[src/rtl/safe_obi_rr_arbiter_pkg.sv]
// rtl/safe_obi_rr_arbiter_pkg.sv - shared types and constants for the safe OBI round-robin arbiter
package safe_obi_rr_arbiter_pkg;

    localparam int SAFE_ARB_NHARTS          = 3;
    localparam int SAFE_ARB_MAX_OUTSTANDING = 2;

    // Hart index for the default hart count; modules with other counts derive their own width.
    typedef logic [$clog2(SAFE_ARB_NHARTS)-1:0] hart_id_t;

    // OBI data-port request as issued by a core or forwarded to the system bus.
    typedef struct packed {
        logic        req;
        logic        we;
        logic [3:0]  be;
        logic [31:0] addr;
        logic [31:0] wdata;
    } obi_req_t;

    // OBI data-port response as returned by the system bus or routed to a core.
    typedef struct packed {
        logic        gnt;
        logic        rvalid;
        logic [31:0] rdata;
    } obi_resp_t;

    // Index width that stays at least one bit for degenerate counts.
    function automatic int id_width(input int n);
        return (n > 1) ? $clog2(n) : 1;
    endfunction

endpackage

[src/rtl/safe_arb_id_fifo.sv]
// rtl/safe_arb_id_fifo.sv - synchronous FIFO of granted hart IDs
module safe_arb_id_fifo
    import safe_obi_rr_arbiter_pkg::*;
#(
    parameter int DEPTH = 2,
    parameter int WIDTH = 2
) (
    input  logic             clk_i,
    input  logic             rst_ni,
    input  logic             push_i,
    input  logic [WIDTH-1:0] data_i,
    input  logic             pop_i,
    output logic [WIDTH-1:0] head_o,
    output logic             full_o,
    output logic             empty_o
);

    localparam int PW = id_width(DEPTH);
    localparam int CW = $clog2(DEPTH + 1);

    logic [WIDTH-1:0] mem_q [DEPTH];
    logic [WIDTH-1:0] mem_d [DEPTH];
    logic [PW-1:0]    wr_ptr_q, wr_ptr_d;
    logic [PW-1:0]    rd_ptr_q, rd_ptr_d;
    logic [CW-1:0]    count_q, count_d;
    logic             do_push;
    logic             do_pop;

    function automatic logic [PW-1:0] ptr_inc(input logic [PW-1:0] p);
        return (p == PW'(DEPTH - 1)) ? '0 : p + 1'b1;
    endfunction

    // Status flags and head entry straight from the registered state.
    always_comb begin
        full_o  = (count_q == CW'(DEPTH));
        empty_o = (count_q == '0);
        head_o  = mem_q[rd_ptr_q];
    end

    // Next-state: overflowing pushes and underflowing pops are ignored here; the caller flags them.
    always_comb begin
        do_push  = push_i & ~full_o;
        do_pop   = pop_i & ~empty_o;
        mem_d    = mem_q;
        wr_ptr_d = wr_ptr_q;
        rd_ptr_d = rd_ptr_q;
        count_d  = count_q + CW'(do_push) - CW'(do_pop);
        if (do_push) begin
            mem_d[wr_ptr_q] = data_i;
            wr_ptr_d        = ptr_inc(wr_ptr_q);
        end
        if (do_pop) begin
            rd_ptr_d = ptr_inc(rd_ptr_q);
        end
    end

    // State registers; reset discards all entries.
    always_ff @(posedge clk_i or negedge rst_ni) begin
        if (!rst_ni) begin
            for (int i = 0; i < DEPTH; i++) begin
                mem_q[i] <= '0;
            end
            wr_ptr_q <= '0;
            rd_ptr_q <= '0;
            count_q  <= '0;
        end else begin
            mem_q    <= mem_d;
            wr_ptr_q <= wr_ptr_d;
            rd_ptr_q <= rd_ptr_d;
            count_q  <= count_d;
        end
    end

endmodule

[src/rtl/safe_obi_rr_arbiter.sv]
// rtl/safe_obi_rr_arbiter.sv - round-robin / single-bus sharing of the system OBI data port
module safe_obi_rr_arbiter
    import safe_obi_rr_arbiter_pkg::*;
#(
    parameter int NHARTS          = SAFE_ARB_NHARTS,
    parameter int MAX_OUTSTANDING = SAFE_ARB_MAX_OUTSTANDING
) (
    input  logic              clk_i,
    input  logic              rst_ni,
    input  logic              single_bus_i,
    input  logic [NHARTS-1:0] master_core_i,
    input  obi_req_t          core_req_i  [NHARTS],
    output obi_resp_t         core_resp_o [NHARTS],
    output obi_req_t          bus_req_o,
    input  obi_resp_t         bus_resp_i,
    output logic              mode_o,
    output logic              busy_o,
    output logic              err_o
);

    localparam int IDW = id_width(NHARTS);
    typedef logic [IDW-1:0] id_t;
    localparam id_t LAST_ID = id_t'(NHARTS - 1);

    id_t  rr_q, rr_d;
    logic lock_q, lock_d;
    id_t  lock_id_q, lock_id_d;
    logic mode_q, mode_d;
    logic err_q, err_d;

    id_t  rr_sel;
    logic rr_found;
    id_t  master_sel;
    id_t  sel;
    logic handshake;
    logic rsp_ok;
    logic fifo_push;
    logic fifo_full;
    logic fifo_empty;
    id_t  fifo_head;

    // Round-robin search: first requesting hart at or after the pointer, wrapping.
    always_comb begin
        rr_sel   = rr_q;
        rr_found = 1'b0;
        for (int i = 0; i < NHARTS; i++) begin
            if (!rr_found && core_req_i[(int'(rr_q) + i) % NHARTS].req) begin
                rr_found = 1'b1;
                rr_sel   = id_t'((int'(rr_q) + i) % NHARTS);
            end
        end
    end

    // Master-core decode; anything other than a single set bit falls back to hart 0.
    always_comb begin
        master_sel = '0;
        if ($onehot(master_core_i)) begin
            for (int i = 0; i < NHARTS; i++) begin
                if (master_core_i[i]) begin
                    master_sel = id_t'(i);
                end
            end
        end
    end

    // Forwarding and response steering for the mode currently in effect.
    always_comb begin
        sel       = mode_q ? master_sel : (lock_q ? lock_id_q : rr_sel);
        bus_req_o = core_req_i[sel];
        if (!mode_q && fifo_full) begin
            bus_req_o.req = 1'b0;
        end
        handshake = bus_req_o.req & bus_resp_i.gnt;
        fifo_push = handshake & ~fifo_full;
        rsp_ok    = bus_resp_i.rvalid & ~fifo_empty;

        for (int h = 0; h < NHARTS; h++) begin
            core_resp_o[h] = '0;
        end
        if (mode_q) begin
            for (int h = 0; h < NHARTS; h++) begin
                core_resp_o[h].gnt    = bus_resp_i.gnt;
                core_resp_o[h].rvalid = rsp_ok;
                core_resp_o[h].rdata  = rsp_ok ? bus_resp_i.rdata : '0;
            end
        end else begin
            core_resp_o[sel].gnt = bus_resp_i.gnt & ~fifo_full;
            if (rsp_ok) begin
                core_resp_o[fifo_head].rvalid = 1'b1;
                core_resp_o[fifo_head].rdata  = bus_resp_i.rdata;
            end
        end
    end

    // Next state: mode only moves when the bus is quiet, lock holds a stalled request steady.
    always_comb begin
        mode_d    = (fifo_empty && !handshake) ? single_bus_i : mode_q;
        rr_d      = rr_q;
        lock_d    = 1'b0;
        lock_id_d = lock_id_q;
        err_d     = err_q | (bus_resp_i.rvalid & fifo_empty);
        if (!mode_q) begin
            if (handshake) begin
                rr_d = (sel == LAST_ID) ? '0 : sel + 1'b1;
            end
            if (core_req_i[sel].req && !handshake) begin
                lock_d    = 1'b1;
                lock_id_d = sel;
            end
        end
    end

    // State registers.
    always_ff @(posedge clk_i or negedge rst_ni) begin
        if (!rst_ni) begin
            rr_q      <= '0;
            lock_q    <= 1'b0;
            lock_id_q <= '0;
            mode_q    <= 1'b0;
            err_q     <= 1'b0;
        end else begin
            rr_q      <= rr_d;
            lock_q    <= lock_d;
            lock_id_q <= lock_id_d;
            mode_q    <= mode_d;
            err_q     <= err_d;
        end
    end

    safe_arb_id_fifo #(
        .DEPTH (MAX_OUTSTANDING),
        .WIDTH (IDW)
    ) u_id_fifo (
        .clk_i   (clk_i),
        .rst_ni  (rst_ni),
        .push_i  (fifo_push),
        .data_i  (sel),
        .pop_i   (rsp_ok),
        .head_o  (fifo_head),
        .full_o  (fifo_full),
        .empty_o (fifo_empty)
    );

    assign mode_o = mode_q;
    assign busy_o = ~fifo_empty;
    assign err_o  = err_q;

endmodule

[config.mk]
export PLATFORM = sky130hd
export DESIGN_NAME = safe_obi_rr_arbiter
export DESIGN_NICKNAME = d
export VERILOG_FILES = /design/src/rtl/safe_obi_rr_arbiter_pkg.sv /design/src/rtl/safe_arb_id_fifo.sv /design/src/rtl/safe_obi_rr_arbiter.sv
export SDC_FILE = /design/constraint.sdc
export NUM_CORES = 1
export LEC_CHECK = 0
export ABC_AREA = 1
export BUFFER_PORTS_ARGS = -buffer_cell sky130_fd_sc_hd__buf_2
export CORE_AREA = 2 2 166 168
export CTS_CLUSTER_SIZE = 40
export DETAILED_ROUTE_END_ITERATION = 10
export DIE_AREA = 0 0 168 170
export PLACE_DENSITY = 0.36
export SKIP_CTS_REPAIR_TIMING = 1
export SLEW_MARGIN = 5
export SYNTH_ARGS = -nofsm -noshare
export SYNTH_HDL_FRONTEND = slang
export SYNTH_SLANG_ARGS = --single-unit
[constraint.sdc]
create_clock -name clk_i -period 4.6 [get_ports clk_i]
set_input_delay 0.23 -clock clk_i [delete_from_list [all_inputs] [get_ports clk_i]]
set_output_delay 0.23 -clock clk_i [all_outputs]
set_load 0.05 [all_outputs]
=== Word-level counts from Yosys, hierarchy flattened ===
Index checks and enable logic that the tools add are counted.

* Logic and storage cells: 114
* Bits in registers: 15
* Memory bits (writable): 0
* Latch bits: 0
* Memory bits (read-only): 0
* Memories kept: 0

* Mux-type cells: 45
* Order comparisons: 10
* Div/mod/pow operators: 3
* $mul: 0
* Reduce and logical (&&, ||, !) cells: 15
* Add/sub/neg operators: 9
* Shift operators: 0
* Bitwise operators: 19
* Equal/unequal tests: 3

{| class="wikitable"
|+ Operator list
! cell !! count
|-
| binary-select mux 70 bit (select 2 bit) || 4
|-
| 2-to-1 mux 70 bit || 8
|-
| bitwise mux 102 bit || 2
|-
| demux 34 bit (select 2 bit) || 3
|-
| 2-to-1 mux 102 bit || 2
|-
| AND 102 bit || 1
|-
| >= comparator 32 x 3 -> 1 bit, second input constant || 3
|-
| inverter 32 bit || 3
|-
| modulo 32 x 3 -> 32 bit, second input constant || 2
|-
| 2-to-1 mux 32 bit || 2
|-
| 2-to-1 mux 34 bit || 1
|-
| 2-to-1 mux 33 bit || 1
|-
| modulo 3 x 3 -> 32 bit, second input constant || 1
|-
| 2-to-1 mux 2 bit || 12
|-
| logical AND 1 bit || 8
|-
| 2-to-1 mux 1 bit || 8
|-
| AND 1 bit || 7
|-
| >= comparator 3 bit, second input constant || 2
|-
| less-than comparator 3 x 1 -> 1 bit, second input constant || 2
|-
| inverter 2 -> 3 bit || 2
|-
| adder 2 x 1 -> 2 bit || 2
|-
| bitwise mux 4 bit || 1
|-
| equality test 2 bit, second input constant || 2
|-
| >= comparator 2 bit, second input constant || 2
|-
| 15 further kinds || 23
|}

=== Depth between registers and ports, before layout ===
* Depth in word-level cells: 24
* Gate-level depth with buffers: 24
* Mapped depth without buffers: 23

=== Modules after synthesis ===
From an unflattened synthesis, not the netlist that was laid out.

* Cells, all modules: 650
* Area total of the unflattened synthesis: 3221.8 um2

{| class="wikitable"
|+ By module, submodules not included
! module !! sequential area each (um2) !! cells an instance !! area an instance (um2) !! times used
|-
| safe_obi_rr_arbiter || 175.2 || 595 || 2805.2 || 1
|-
| safe_arb_id_fifo || 200.2 || 55 || 416.6 || 1
|}

=== Least setup slack after synthesis ===
OpenSTA, ideal clock, no wires.

* Path kind: register to output
* From: register rr_q[0]
* To: output bus_req_o[69] in the netlist's numbering
* Path buffers: 0
* Setup slack: 1.759 ns
* Data arrival time: 2.611 ns
* Stages on the path, launching flop included: 20
* Cell sequence: dfrtp_1 -> inv_1 -> ha_1 -> inv_2 -> nand2_1 -> nand3_1 -> nand2_1 -> nand2_1 -> inv_2 -> o21ai_1 -> nand2_1 -> nand2_1 -> nand2_1 -> nand2_2 -> nand2_4 -> nand2_2 -> nand2_1 -> nand2_2 -> nand2_2 -> a31oi_1

{| class="wikitable"
|+ RTL lines
! item !! RTL line !! text
|-
| start, declared || safe_obi_rr_arbiter.sv:25 || <nowiki>id_t rr_q, rr_d;</nowiki>
|-
| start signal, assigned || safe_obi_rr_arbiter.sv:122 || <nowiki>rr_q <= rr_d;</nowiki>
|-
| end, declared || safe_obi_rr_arbiter.sv:14 || <nowiki>output obi_req_t bus_req_o,</nowiki>
|}

==> run metrics <==
Area contributors post-synth nand3_1 22%, nand2_1 21%, nor2_1 13%, dfrtp_1 12%, a22oi_1 7.3%; top cells by count, synth 175 x nand2_1, 133 x nand3_1, 107 x nor2_1; Final setup viols 0; crit-path max cell delay 0.42 ns; post-synthesis adder-cell area fraction 2.681%; Synth area leader nand3_1; multiplexer share of the synthesized area 0%; num ports 425; Detail Route Antenna Nets 0; Syn-to-layout area delta 83.14%; CP arrival 3.69 ns; YS warnings 0; DRC Markers 0; Cells after Synth 606; clk slew on worst S/H paths 0.05 ns; Post-Synth XOR/XNOR Area 1.097%; TritonCTS clock tree built; Synth Cell Area 3080 um^2; CTS sink cnt 15; worst-path fanout max 36; r2r startpoint rr_q[1]; Pre-antenna DRT Iters 4; clk_lat worst skew 0.25 ns; Worst Min Path Start single_bus_i; outcome finished clean; Rows 60; initial core utilization 11.56%; die width 168 um; register area share after synthesis 12.19%; initial DRC count 239; FMAX 255.3 MHz; Min Clock Period, post-route 3.916 ns; Core ar. 26650 um^2; largest family of logic cells by synthesized area simple AND/OR/NAND/NOR gates; most used cell, CP nand2_1; kind of start point of the critical path register; register-to-register setup slack 1.50 ns; Yosys reg bits 15; Vias/cell 4.088; fill cell count 3194; number of synthesized flops with an enable pin 0; Slew Limit Fails 0; cell with the most instances after synthesis nand2_1; largest net degree at the start of global routing 68; DP Wirelength 18540 um; IO buf count 424; hold path cells 3; die area 28560 um^2; Synth Area in Compound Gates 9.383%; setup TNS 0 ns; die outline height 170 um; unrepaired setup endpoints after global routing false; kind of critical path register to output port; Mean Syn Cell Area 5.083 um^2; mean routed wirelength per cell 16.29 um; H-tree levels 1; Root Buffer clkbuf_16; Main synth FF type dfrtp_1; DR vias 5507; drt total wl 21940 um; all-layer global routing usage 14.42%; Min-Delay Path Class primary input to register; CP max stage cell dfrtp_1; CP endpoint kind output port; Layout Nets 1260; post-route clock period utilization 85.14%; clock buffer depth 2; Synth top area share 21.61%; Slew headroom 53.67%; final setup skew 0.004094 ns; ys async rst share 100.0%; initial antenna violation count 6; Syn Nets 862; global route total overflow 0; Critical Path Start rr_q[1]; Max Cap Viol 0; R2R depth 21; cts bufs inserted 3; Final Wtd Congestion 0.8445; vias in the first global route 5369; Final Hold Vio Count 0; Synth Area in Simple Gates 60.72%; Yosys cell types 28; Data required, critical path 4.37 ns; worst slew pin tran 0.6950 ns; CP Cell Sequence inv_1 -> ha_1 -> inv_2 -> nand2_2 -> nand3_2 -> nand2_2 -> nand2_1 -> inv_2 -> nand2_1 -> nand2_1 -> inv_1 -> nand2_1 -> nand3_1 -> nand2_2 -> inv_2 -> nor2_4 -> buf_12 -> nand2_1 -> nand3_1 -> buf_2; ratio of cells with drive above 1 in the final layout 45.96%; first-pass GRT wire length 31790 um
==> final timing paths <==
kind / endpoint
hold reg to reg: u_id_fifo.mem_q[3]
setup / recovery: bus_req_o[2]
max in group asynchronous: u_id_fifo.rd_ptr_q
hold / removal: mode_o
setup reg to reg: u_id_fifo.mem_q[2]
min in group asynchronous: lock_q
==> metrics by stage <==
stage	util (%)	cells	hold WS (ns)	setup WS, ns	area (um^2)
final	21.17	1347	0.2221	0.6837	5642
after detailed placement	20.81	1339	0.1874	0.9284	5545
after floorplan	-	606	-0.06559	1.759	3080
after CTS	21.10	1343	-0.07771	0.6655	5624
after global placement	20.81	1339	0.1980	0.9740	5545
after global routing	21.17	1347	0.2431	0.3313	5642
==> placed cells by master (no fill, tap or decap), types with 5 or more instances in the layout <==
cell	synthesis	routed
inv_1	58	58
a22oi_1	30	30
buf_4	1	6
nand2_2	8	8
buf_2	19	424
nand2_1	175	175
ha_1	5	5
inv_2	6	6
dfrtp_1	15	15
o21ai_0	5	5
nand3_1	133	133
nor2_1	107	107
==> flip-flops by register name, summed over array words and instances, names as in the netlist <==
name	flops
u_id_fifo.mem_q	4
lock_id_q	2
rr_q	2
u_id_fifo.count_q	2
err_o	1
lock_q	1
mode_o	1
u_id_fifo.rd_ptr_q	1
u_id_fifo.wr_ptr_q	1
==> per-layer routing <==
layer | up-vias | wire [um] | global-route usage, %
met1 | 2425 | 8065 | 15.38
met3 | 34 | 1811 | 3.744
met4 | 4 | 531 | 4.045
li1 | 2735 | - | -
met2 | 309 | 11500 | 27.85
met5 | - | 24 | 0
==> cells by family after synthesis <==
kind of cell,count (synthesis)
XOR/XNOR,3
AND/OR/NAND/NOR,435
flip-flops,15
AO/OA/AOI/OAI,42
buffers and inverters,105
adder cells (fa/ha/maj),6
==> cell type report <==
cell class | instances | area, um^2 | area share (%)
diodes | 3 | 7.507 | 0.1331
clock buffers | 4 | 78.83 | 1.397
multi-input cells | 486 | 2292 | 40.63
flip-flops and latches | 15 | 375.4 | 6.653
inverters | 65 | 244.0 | 4.325
well taps | 341 | 426.7 | 7.563
repair buffers | 433 | 2217 | 39.30
==> worst max-delay path, delay by kind of cell (launching register included) <==
family	cells	cell delay (ns)
adder cells (fa/ha/maj)	1	0.27
buffers and inverters	7	0.99
flip-flops	1	0.42
AND/OR/NAND/NOR	12	1.74
Power is left out: the tool's default activity adds up to more than one toggle a clock period on the data nets, which glitch-free logic cannot reach.
